[config.mk]
export PLATFORM = sky130hd
export DESIGN_NAME = prog_loader
export DESIGN_NICKNAME = d
export VERILOG_FILES = /design/src/rtl/prog_loader_pkg.sv /design/src/rtl/prog_loader.sv
export SDC_FILE = /design/constraint.sdc
export NUM_CORES = 1
export LEC_CHECK = 0
export CAP_MARGIN = 20
export CORE_MARGIN = 5
export CORE_UTILIZATION = 50
export CTS_CLUSTER_SIZE = 28
export DETAILED_ROUTE_END_ITERATION = 12
export PLACE_DENSITY_LB_ADDON = 0.08
export SLEW_MARGIN = 20
export SYNTH_ARGS = -nofsm -noshare
export SYNTH_HDL_FRONTEND = slang
export SYNTH_SLANG_ARGS = --single-unit
[constraint.sdc]
create_clock -name clk_i -period 2 [get_ports clk_i]
set_clock_uncertainty 0.05 [all_clocks]
set_input_delay 0.6 -clock clk_i [delete_from_list [all_inputs] [get_ports clk_i]]
set_output_delay 0.6 -clock clk_i [all_outputs]
set_load 0.01 [all_outputs]
[src/rtl/prog_loader_pkg.sv]
// prog_loader_pkg: shared widths, limits and state encoding for the program loader
package prog_loader_pkg;
  localparam int ADDR_W = 12;
  localparam int DATA_W = 16;
  localparam int MAX_WORDS = 4096;
  typedef enum logic [3:0] {IDLE, LEN_H, LEN_L, DAT_H, DAT_L, WRITE, CHK, DONE, ERR} state_e;
  function automatic logic len_ok(input logic [15:0] n);
    return n != 16'd0 && n <= 16'(MAX_WORDS);
  endfunction
endpackage

[src/rtl/prog_loader.sv]
// prog_loader: writes a framed byte stream (length, hi/lo words, xor checksum) into the instruction RAM
module prog_loader
  import prog_loader_pkg::*;
(
  input  logic              clk_i,
  input  logic              rst_ni,
  input  logic              start_i,
  input  logic              abort_i,
  input  logic [7:0]        byte_i,
  input  logic              byte_valid_i,
  output logic              byte_ready_o,
  output logic [ADDR_W-1:0] ram_addr_o,
  output logic [DATA_W-1:0] ram_din_o,
  output logic              ram_wren_o,
  output logic              cpu_hold_o,
  output logic              busy_o,
  output logic              done_o,
  output logic              err_o,
  output logic [ADDR_W:0]   word_count_o
);
  state_e            state_q, state_d;
  logic [15:0]       n_q, n_d;
  logic [7:0]        hi_q, hi_d, xsum_q, xsum_d;
  logic [ADDR_W-1:0] addr_q, addr_d, ram_addr_q, ram_addr_d;
  logic [DATA_W-1:0] ram_din_q, ram_din_d;
  logic [ADDR_W:0]   wc_q, wc_d;
  logic              take;
  assign busy_o       = state_q inside {LEN_H, LEN_L, DAT_H, DAT_L, WRITE, CHK};
  assign byte_ready_o = state_q inside {LEN_H, LEN_L, DAT_H, DAT_L, CHK};
  assign cpu_hold_o   = busy_o | (state_q == ERR);
  assign done_o       = state_q == DONE;
  assign err_o        = state_q == ERR;
  assign ram_wren_o   = state_q == WRITE;
  assign ram_addr_o   = ram_addr_q;
  assign ram_din_o    = ram_din_q;
  assign word_count_o = wc_q;
  // abort outranks a byte offered in the same cycle, so such a byte is never consumed
  assign take = byte_valid_i & byte_ready_o & ~abort_i;
  // state and datapath registers; async reset returns every output to zero
  always_ff @(posedge clk_i or negedge rst_ni)
    if (!rst_ni) begin
      state_q    <= IDLE;
      n_q        <= '0;
      hi_q       <= '0;
      xsum_q     <= '0;
      addr_q     <= '0;
      ram_addr_q <= '0;
      ram_din_q  <= '0;
      wc_q       <= '0;
    end else begin
      state_q    <= state_d;
      n_q        <= n_d;
      hi_q       <= hi_d;
      xsum_q     <= xsum_d;
      addr_q     <= addr_d;
      ram_addr_q <= ram_addr_d;
      ram_din_q  <= ram_din_d;
      wc_q       <= wc_d;
    end
  // next state and datapath; the RAM port is latched on the lo byte so it holds outside WRITE
  always_comb begin
    state_d    = state_q;
    n_d        = n_q;
    hi_d       = hi_q;
    xsum_d     = xsum_q;
    addr_d     = addr_q;
    ram_addr_d = ram_addr_q;
    ram_din_d  = ram_din_q;
    wc_d       = wc_q;
    case (state_q)
      IDLE, DONE, ERR: if (start_i) begin
        state_d = LEN_H;
        wc_d    = '0;
        addr_d  = '0;
        xsum_d  = '0;
      end
      LEN_H: if (take) begin
        n_d[15:8] = byte_i;
        state_d   = LEN_L;
      end
      LEN_L: if (take) begin
        n_d[7:0] = byte_i;
        state_d  = len_ok({n_q[15:8], byte_i}) ? DAT_H : ERR;
      end
      DAT_H: if (take) begin
        hi_d    = byte_i;
        xsum_d  = xsum_q ^ byte_i;
        state_d = DAT_L;
      end
      DAT_L: if (take) begin
        ram_din_d  = {hi_q, byte_i};
        ram_addr_d = addr_q;
        xsum_d     = xsum_q ^ byte_i;
        state_d    = WRITE;
      end
      WRITE: begin
        addr_d  = addr_q + ADDR_W'(1);
        wc_d    = wc_q + (ADDR_W + 1)'(1);
        state_d = (16'(wc_q) + 16'd1 == n_q) ? CHK : DAT_H;
      end
      CHK: if (take) state_d = (byte_i == xsum_q) ? DONE : ERR;
      default: state_d = IDLE;
    endcase
    if (busy_o && abort_i) state_d = ERR;
  end
endmodule

==> results of run 1 <==
routing by layer:
layer,GRT usage [%],vias to the layer above,wire [µm]
li1,-,1876,-
met1,30.9,1973,5500
met2,35.3,105,5960
met3,4.13,24,602
met4,6.48,0,240
met5,0,-,0
cells by family after synthesis:
logic type      Yosys count  share of synthesized area [%]
compound gates           89                           12.8
xor+xnor                 17                           3.30
fa+ha+maj                 2                          0.555
buf+inv                  25                           2.36
flops                    89                           49.4
mux                      55                           13.7
simple gates            149                           17.9
layout by cell type (no fill, tap or decap), types with 3 or more instances in the layout:
master	synthesis	routed
nand3_1	13	10
and2_4	0	4
nor2_1	24	22
dfrtp_1	89	83
nor2b_1	6	4
xnor2_1	11	10
o21ai_0	37	34
a31o_2	3	3
clkinvlp_4	0	3
buf_4	0	87
a21o_1	5	5
mux2_2	52	52
nand2b_1	14	13
clkdlybuf4s50_1	0	35
clkbuf_8	0	9
o31ai_1	9	9
inv_2	0	3
xor2_1	6	6
a21oi_1	7	6
nor3_1	8	4
nand4_1	12	12
dfrtp_2	0	6
o21ai_1	1	3
buf_6	0	16
o211ai_1	5	5
dlymetal6s2s_1	0	3
o2bb2ai_1	7	7
buf_12	0	7
and3_1	8	6
dlygate4sd2_1	0	14
nor3_2	0	3
nand3_2	1	3
buf_2	10	3
mux2i_1	3	3
inv_1	8	5
nand2_1	35	33
or4_4	0	3
worst max-delay path, delay by kind of cell (launching register included):
| kind | cells | cell delay, ns |
|---|---|---|
| buffers and inverters | 3 | 0.42 |
| and+or+nand+nor | 3 | 0.52 |
| DFF | 1 | 0.40 |
layout make-up:
type / instances / area (µm²) / area share (%)
clock buffer: 10 / 128 / 1.96
multi-input combinational: 313 / 2400 / 36.9
clock inverter: 6 / 51.3 / 0.788
tap: 108 / 135 / 2.08
timing repair buffer: 167 / 1530 / 23.5
sequential: 89 / 2230 / 34.3
inverter: 8 / 30.0 / 0.462
power by group:
group	switching, mW	total (mW)	internal, mW
logic	1.13	2.55	1.42
registers	0.299	2.47	2.17
clock network	0.689	1.16	0.468
repair_timing:
| item | 4_1_cts | 5_1_grt |
|---|---|---|
| pin swaps | 10 | 17 |
| resized for setup | 70 | 49 |
| buffers inserted | 20 | 12 |
| cloned | 0 | 1 |
| setup endpoints to repair | 46 | 64 |
final timing paths:
check | from | end | slack, ns | cells past startpoint
worst max-delay path | state_q[0] | cpu_hold_o | -0.33 | 6
worst min-delay path | rst_ni | word_count_o[2] | 0.21 | 2
worst max register to register | word_count_o[0] | state_q[2] | -0.07 | 9
worst min register to register | addr_q[11] | addr_q[11] | 0.44 | 1
max in group asynchronous | rst_ni | word_count_o[0] | 1.28 | 2
min in group clk_i | addr_q[11] | addr_q[11] | 0.44 | 1
Yosys cell counts (9+ instances only):
master / n / share of area [%]
buf_2: 10 / 1.1
nand3_1: 13 / 1.4
nand4_1: 12 / 1.7
xnor2_1: 11 / 2.1
mux2_2: 52 / 13
nand2_1: 35 / 2.9
o21ai_0: 37 / 4.1
dfrtp_1: 89 / 49
o31ai_1: 9 / 1.5
nor2_1: 24 / 2.0
nand2b_1: 14 / 1.9
registers in the layout (all words and copies together), names as in the netlist:
register	count
n_q	16
ram_addr_o	12
addr_q	12
ram_din_o	16
word_count_o	13
xsum_q	8
state_q	4
hi_q	8
metrics by stage:
stage	util (%)	total power, mW	hold WS (ns)
floorplan	-	3.59	0.254
global placement	66.4	4.56	0.431
detailed placement	66.4	4.62	0.438
CTS	71.1	5.92	0.242
global route	74.2	6.53	0.251
finish	74.2	6.17	0.214
==> results.sh, run 1 <==
export IMPL_status="complete, but fails checks"
export IMPL_failed_checks="negative setup slack"
export IMPL_clock_tree_htree_level_count=3
export IMPL_path_cells="buf_6 -> nor3_4 -> buf_4 -> and2_4 -> or3_1 -> buf_2"
export IMPL_crit_slowest_cell="dfrtp_1"
export IMPL_setup_ws_ns=-0.330
export IMPL_post_drt_wl_per_cell_um=17.5
export IMPL_numPortBuffers=59
export IMPL_fin_crit_ns=2.33
export IMPL_die_width_um=105
export IMPL_critical_path_class="register to output pin"
export IMPL_synthesis_instances=426
export IMPL_area_delta_synth_final_pct=44.4
export IMPL_cts_sinks=89
export IMPL_p_leak_nw=3.08
export IMPL_cts_tree="done"
export IMPL_maximum_capacitance_violations=0
export IMPL_power_density_mw_per_mm2=949
export IMPL_numPlacedInstances=653
export IMPL_fillCellCount=636
export IMPL_synthesis_area_mm2=0.00451
export IMPL_grt_start_max_net_pins=90
export IMPL_dr_pass1_iters=4
export IMPL_setup_viol=8
export IMPL_setup_total_neg_slack_ns=-1.18
export IMPL_design_portCount=60
export IMPL_synth_ff_type="dfrtp_1"
export IMPL_final_hold_violation_count=0
export IMPL_synth_distinct_cells=52
export IMPL_drive_above_1_share_pct=39.6
export IMPL_hold_path_class="input port to async pin"
export IMPL_vdd_ir_drop_worst_mv=0.630
export IMPL_synth_avg_cell_area_um2=10.6
export IMPL_drt_initial_drc_count=229
export IMPL_floorplan_initialDensity_pct=51.4
export IMPL_grt_antenna_before_repair=0
export IMPL_viasPerCell=5.67
export IMPL_antenna_diode_count=0
export IMPL_post_route_fraction_of_the_period_consumed_by_the_critical_path_pct=116
export IMPL_instances_no_fill=701
export IMPL_synth_edff_count=0
export IMPL_tightest_slew_ns=0.481
export IMPL_total_gr_overflow=0
export IMPL_grt_first_pass_wirelength_um=20100
export IMPL_seq_area_frac_synth_pct=49.4
export IMPL_worst_setup_end_kind="output pin"
export IMPL_postSynthRegisterBits=89
export IMPL_timing_critical_path_from_type="register"
export IMPL_drtAntennaViolNets=0
export IMPL_route_vias_total=3978
export IMPL_grt_pass1_vias=4022
export IMPL_placementRows=34
export IMPL_cts_clk_slew_worst_paths_ns=0.10
export IMPL_synth_warnings=0
export IMPL_maxClockFrequency_mhz=429
export IMPL_die_area_mm2=0.0110
export IMPL_dp_hpwl_um=8310
export IMPL_timing_final_max_slew_violations=0
export IMPL_setup_repair_after_global_routing_missed_its_margin="yes"
export IMPL_cp_data_required_time_ns=1.35
export IMPL_path_max_fanout=3
export IMPL_placed_cell_area_mm2=0.00582
export IMPL_design_final_nets=603
export IMPL_cts_buffers=9
export IMPL_preCtsSetupSlack_ns=-0.454
export IMPL_grt_total_usage_pct=22.1
export IMPL_routed_wl_um=12300
export IMPL_worst_slew_margin_rel_pct=67.9
export IMPL_detail_route_drc_violations=0
export IMPL_cts_root_buffer_cell="clkbuf_8"
export IMPL_max_stage_delay_ns=0.40
export IMPL_fp_dieH_um=105
export IMPL_finalWeightedCongestion=0.899
export IMPL_cts_hold_repair_buffers=0
export IMPL_finish_instance_area_mm2=0.00651
export IMPL_asyncSetResetFlopFracSynth_pct=100
export IMPL_core_region_area_mm2=0.00876
export IMPL_clockBufferDepth=2
export IMPL_clk_latency_ns=0.36
export IMPL_arrival_ns=1.68
export IMPL_postSynthNetCount=441
Note: power is estimated with default switching activity, not from simulation.
==> run 2, diff against run 1 <==
--- a/config.mk
+++ b/config.mk
@@ -7,10 +7,12 @@
 export LEC_CHECK = 0
 export CAP_MARGIN = 20
 export CORE_MARGIN = 5
-export CORE_UTILIZATION = 50
+export CORE_UTILIZATION = 59
 export CTS_CLUSTER_SIZE = 28
 export DETAILED_ROUTE_END_ITERATION = 12
+export GPL_TIMING_DRIVEN = 0
 export PLACE_DENSITY_LB_ADDON = 0.08
+export SETUP_SLACK_MARGIN = 0.05
 export SLEW_MARGIN = 20
 export SYNTH_ARGS = -nofsm -noshare
 export SYNTH_HDL_FRONTEND = slang
==> constraint.sdc (replaced) <==
create_clock -name clk_i -period 2.9 [get_ports clk_i]
set_clock_uncertainty 0.05 [all_clocks]
set_input_delay 0.87 -clock clk_i [delete_from_list [all_inputs] [get_ports clk_i]]
set_output_delay 0.87 -clock clk_i [all_outputs]
set_load 0.01 [all_outputs]
==> results.sh, run 2 (synthesis results as in run 1) <==
export IMPL_status="finished clean"
export IMPL_route_vias_total=3703
export IMPL_floorplan_initialDensity_pct=61.5
export IMPL_post_route_fraction_of_the_period_consumed_by_the_critical_path_pct=95.9
export IMPL_power_density_mw_per_mm2=733
export IMPL_hold_path_class="input port to async pin"
export IMPL_power_switching_share_pct=32.7
export IMPL_power_frac_seq_pct=41.6
export IMPL_grt_first_pass_wirelength_um=19100
export IMPL_clk_latency_ns=0.37
export IMPL_post_drt_wl_per_cell_um=18.8
export IMPL_grt_total_usage_pct=24.8
export IMPL_critical_path_class="register to output pin"
export IMPL_detail_route_drc_violations=0
export IMPL_drive_above_1_share_pct=21.2
export IMPL_setup_repair_after_global_routing_missed_its_margin="no"
export IMPL_die_area_mm2=0.00949
export IMPL_p_leak_nw=2.53
export IMPL_area_delta_synth_final_pct=24.3
export IMPL_dp_hpwl_um=7790
export IMPL_cts_root_buffer_cell="clkbuf_8"
export IMPL_r2r_end="state_q[0]"
export IMPL_p_sw_mw=1.34
export IMPL_antenna_diode_count=0
export IMPL_intPower_mw=2.76
export IMPL_arrival_ns=1.86
export IMPL_cts_buffers=9
export IMPL_clockBufferDepth=2
export IMPL_rr_worst_depth=7
export IMPL_maximum_capacitance_violations=0
export IMPL_critical_path_reg2reg_startpoint="word_count_o[0]"
export IMPL_maxClockFrequency_mhz=360
export IMPL_vdd_ir_drop_worst_mv=0.530
export IMPL_cts_tree="done"
export IMPL_fp_dieH_um=97.4
export IMPL_placed_cell_area_mm2=0.00525
export IMPL_crit_start="state_q[2]"
export IMPL_numPlacedInstances=585
export IMPL_worst_slew_margin_rel_pct=61.1
export IMPL_viasPerCell=6.09
export IMPL_dr_pass1_iters=5
export IMPL_numPortBuffers=59
export IMPL_pwr_share_clk_pct=25.7
export IMPL_cp_data_required_time_ns=1.98
export IMPL_mostFrequentLayoutCells="88 x dfrtp_1, 54 x clkdlybuf4s50_1, 52 x mux2_2"
export IMPL_cts_sinks=89
export IMPL_design_portCount=60
export IMPL_crit_end="err_o"
export IMPL_timing_critical_path_from_type="register"
export IMPL_routed_wl_um=11400
export IMPL_clock_tree_htree_level_count=3
export IMPL_grt_antenna_before_repair=0
export IMPL_tightest_slew_ns=0.583
export IMPL_core_region_area_mm2=0.00733
export IMPL_fin_crit_ns=2.78
export IMPL_path_max_fanout=5
export IMPL_drtAntennaViolNets=0
export IMPL_total_gr_overflow=0
export IMPL_setup_viol=0
export IMPL_grt_start_max_net_pins=47
export IMPL_grt_pass1_vias=3733
export IMPL_die_width_um=97.4
export IMPL_combinational_share_of_power_pct=32.7
export IMPL_finalWeightedCongestion=0.894
export IMPL_timing_final_max_slew_violations=0
export IMPL_cts_clk_slew_worst_paths_ns=0.09
export IMPL_instances_no_fill=608
export IMPL_placementRows=31
export IMPL_r2r_slack_ns=0.41
export IMPL_final_hold_violation_count=0
export IMPL_leading_cell_type_in_the_layout_fill_and_taps_excluded="dfrtp_1"
export IMPL_drt_initial_drc_count=206
export IMPL_finish_instance_area_mm2=0.00560
export IMPL_design_final_nets=519
export IMPL_worst_setup_end_kind="output pin"
[run 2: worst min-delay path by stage]
stage	startpoint	to	slack (ns)
CTS	addr_q[11]	addr_q[11]	0.44
detailed placement	addr_q[11]	addr_q[11]	0.43
global placement	addr_q[11]	addr_q[11]	0.43
global route	addr_q[10]	addr_q[10]	0.47
floorplan	addr_q[11]	addr_q[11]	0.40
finish	rst_ni	word_count_o[3]	0.44
[run 2: critical path: stages (launching register included)]
cell and delay (ns):
dfrtp_1 0.38, buf_4 0.16, nor3_4 0.25, and2_1 0.18, clkdlybuf4s50_1 0.54
[run 2: layout make-up]
type                    instances  area [µm²]
multi-input cells             312        2210
well taps                      99         124
plain buffers                  16        98.8
clock buffers                   9         124
clock inverters                 7         121
inverters                       8        32.5
repair buffers                 68         667
flip-flops and latches         89        2230
fillers                       488        1730
[run 2: stage by stage]
step	utilization, %	setup TNS (ns)	hold WS (ns)	setup WS (ns)	power (mW)
global placement	71.2	-199.88	0.432	-2.23	2.91
CTS	76.4	0	0.443	0.0729	4.10
detailed placement	71.6	-2.57	0.431	-0.405	2.97
floorplan	-	0	0.399	0.538	2.47
global route	76.4	0	0.471	0.0601	4.33
finish	76.4	0	0.441	0.119	4.11
[run 2: timing repair]
item / 4_1_cts / 5_1_grt
buffers inserted: 8 / 0
setup endpoints to repair: 5 / 2
gates resized for setup: 25 / 3
hold buffers: 0 / 0
pin swaps: 4 / 2
[run 2: power by group through the flow]
stage	clock, mW	combinational [mW]	sequential, mW
2_1_floorplan	0	0.779	1.69
3_3_place_gp	0	1.21	1.71
3_5_place_dp	0	1.24	1.72
4_1_cts	1.06	1.33	1.70
5_1_grt	1.12	1.47	1.74
6_report	1.05	1.34	1.71
[run 2: per-layer routing]
layer | global-route usage, % | routed length, µm | vias to the layer above
met4 | 9.58 | 259 | 0
met1 | 32.8 | 4830 | 1812
met3 | 5.17 | 775 | 23
met5 | 0 | 0 | -
li1 | - | - | 1721
met2 | 40.3 | 5580 | 147
==> run 3, diff against run 2 <==
--- a/config.mk
+++ b/config.mk
@@ -6,12 +6,13 @@
 export NUM_CORES = 1
 export LEC_CHECK = 0
 export CAP_MARGIN = 20
+export CORE_ASPECT_RATIO = 1.2
 export CORE_MARGIN = 5
 export CORE_UTILIZATION = 59
 export CTS_CLUSTER_SIZE = 28
 export DETAILED_ROUTE_END_ITERATION = 12
-export GPL_TIMING_DRIVEN = 0
 export PLACE_DENSITY_LB_ADDON = 0.08
+export RECOVER_POWER = 25
 export SETUP_SLACK_MARGIN = 0.05
 export SLEW_MARGIN = 20
 export SYNTH_ARGS = -nofsm -noshare
==> results.sh, run 3 (synthesis results as in run 1) <==
export IMPL_dr_pass1_iters=4
export IMPL_grt_first_pass_wirelength_um=18500
export IMPL_dp_hpwl_um=7660
export IMPL_crit_slowest_cell="clkdlybuf4s50_1"
export IMPL_routed_wl_um=11000
export IMPL_detail_route_drc_violations=0
export IMPL_maxClockFrequency_mhz=360
export IMPL_post_drt_wl_per_cell_um=18.3
export IMPL_grt_total_usage_pct=23.9
export IMPL_clockBufferDepth=2
export IMPL_design_portCount=60
export IMPL_numPortBuffers=59
export IMPL_placementRows=35
export IMPL_final_hold_violation_count=0
export IMPL_tightest_slew_ns=0.991
export IMPL_maximum_capacitance_violations=0
export IMPL_die_area_mm2=0.00949
export IMPL_clk_latency_ns=0.37
export IMPL_grt_antenna_before_repair=0
export IMPL_post_route_fraction_of_the_period_consumed_by_the_critical_path_pct=95.8
export IMPL_cts_buffers=9
export IMPL_cts_root_buffer_cell="clkbuf_8"
export IMPL_route_vias_total=3681
export IMPL_placed_cell_area_mm2=0.00530
export IMPL_vdd_ir_drop_worst_mv=0.508
export IMPL_timing_final_max_slew_violations=0
export IMPL_finalWeightedCongestion=0.884
export IMPL_hold_path_class="register to register"
export IMPL_cts_tree="done"
export IMPL_setup_repair_after_global_routing_missed_its_margin="yes"
export IMPL_drt_initial_drc_count=264
export IMPL_setup_viol=0
export IMPL_setup_total_neg_slack_ns=0
export IMPL_worst_setup_end_kind="output pin"
export IMPL_fin_crit_ns=2.78
export IMPL_final_util_pct=73.8
export IMPL_drtAntennaViolNets=0
export IMPL_max_stage_delay_ns=0.53
export IMPL_design_final_nets=522
export IMPL_mostFrequentLayoutCells="87 x dfrtp_1, 54 x clkdlybuf4s50_1, 52 x mux2_2"
export IMPL_finish_instance_area_mm2=0.00559
export IMPL_critical_path_class="register to output pin"
export IMPL_grt_start_max_net_pins=40
export IMPL_power_density_mw_per_mm2=712
export IMPL_path_max_fanout=5
export IMPL_numPlacedInstances=581
export IMPL_viasPerCell=6.09
export IMPL_path_buf_inv=2
export IMPL_worst_slew_margin_rel_pct=34.0
export IMPL_drive_above_1_share_pct=21.5
export IMPL_cts_sinks=89
export IMPL_grt_pass1_vias=3658
export IMPL_die_width_um=89.8
export IMPL_instances_no_fill=604
export IMPL_path_cells="nor3_2 -> buf_4 -> and2_1 -> clkdlybuf4s50_1"
export IMPL_timing_critical_path_from_type="register"
export IMPL_cp_data_required_time_ns=1.98
export IMPL_cts_clk_slew_worst_paths_ns=0.10
export IMPL_leading_cell_type_in_the_layout_fill_and_taps_excluded="dfrtp_1"
export IMPL_floorplan_initialDensity_pct=59.5
export IMPL_antenna_diode_count=0
export IMPL_fp_dieH_um=106
export IMPL_hold_ws_ns=0.467
export IMPL_p_leak_nw=2.57
export IMPL_total_power_consumption_mw=3.98
export IMPL_area_delta_synth_final_pct=24.0
export IMPL_core_region_area_mm2=0.00758
export IMPL_arrival_ns=1.86
export IMPL_preCtsSetupSlack_ns=0.0418
export IMPL_status="finished clean"
export IMPL_total_gr_overflow=0
export IMPL_clock_tree_htree_level_count=3
export IMPL_kind_of_cell_with_the_highest_combined_delay_on_the_critical_path="buffers and inverters"
export IMPL_setup_ws_ns=0.123
run 3: cell types whose count changed in the layout (fill, tap and decap cells not counted), sizes merged:
cell,delta
buf,+7
clkbuf,-5
dlymetal6s2s,+3
bufinv,-2
dlygate4sd2,-2
clkinv,+1
inv,+1
run 3: worst paths after layout:
check | to | startpoint | slack [ns] | depth (start not counted)
hold reg to reg | ram_din_o[10] | ram_din_o[10] | 0.47 | 1
min in group asynchronous | word_count_o[2] | rst_ni | 0.58 | 1
max in group asynchronous | xsum_q[5] | rst_ni | 0.73 | 2
hold / removal | ram_din_o[10] | ram_din_o[10] | 0.47 | 1
setup / recovery | err_o | state_q[2] | 0.12 | 4
setup reg to reg | state_q[2] | word_count_o[0] | 0.37 | 7
run 3: per-layer routing:
metal / global-route usage (%) / wire, µm / up-vias
met2: 38.5 / 5430 / 111
met1: 32.2 / 4790 / 1833
li1: - / - / 1717
met3: 5.50 / 625 / 20
met5: 0 / 0 / -
met4: 7.13 / 194 / 0
run 3: area by class of cell:
class,count,area [µm²]
clock buffers,9,124
clock inverters,7,95.1
fillers,562,1990
inverters,8,30.0
multi-input cells,312,2190
flip-flops and latches,89,2230
well taps,92,115
repair buffers,87,803
run 3: what timing repair did:
action,4_1_cts,5_1_grt
buffers inserted,2,5
hold buffers,0,0
pin swaps,1,2
gates resized for setup,7,4
setup endpoints to repair,5,5
run 3: where the power goes:
group	total (mW)	switching (mW)	internal, mW	leakage, nW
registers	1.72	0.220	1.50	1.21
logic	1.33	0.619	0.710	1.25
clock network	0.933	0.508	0.425	0.111
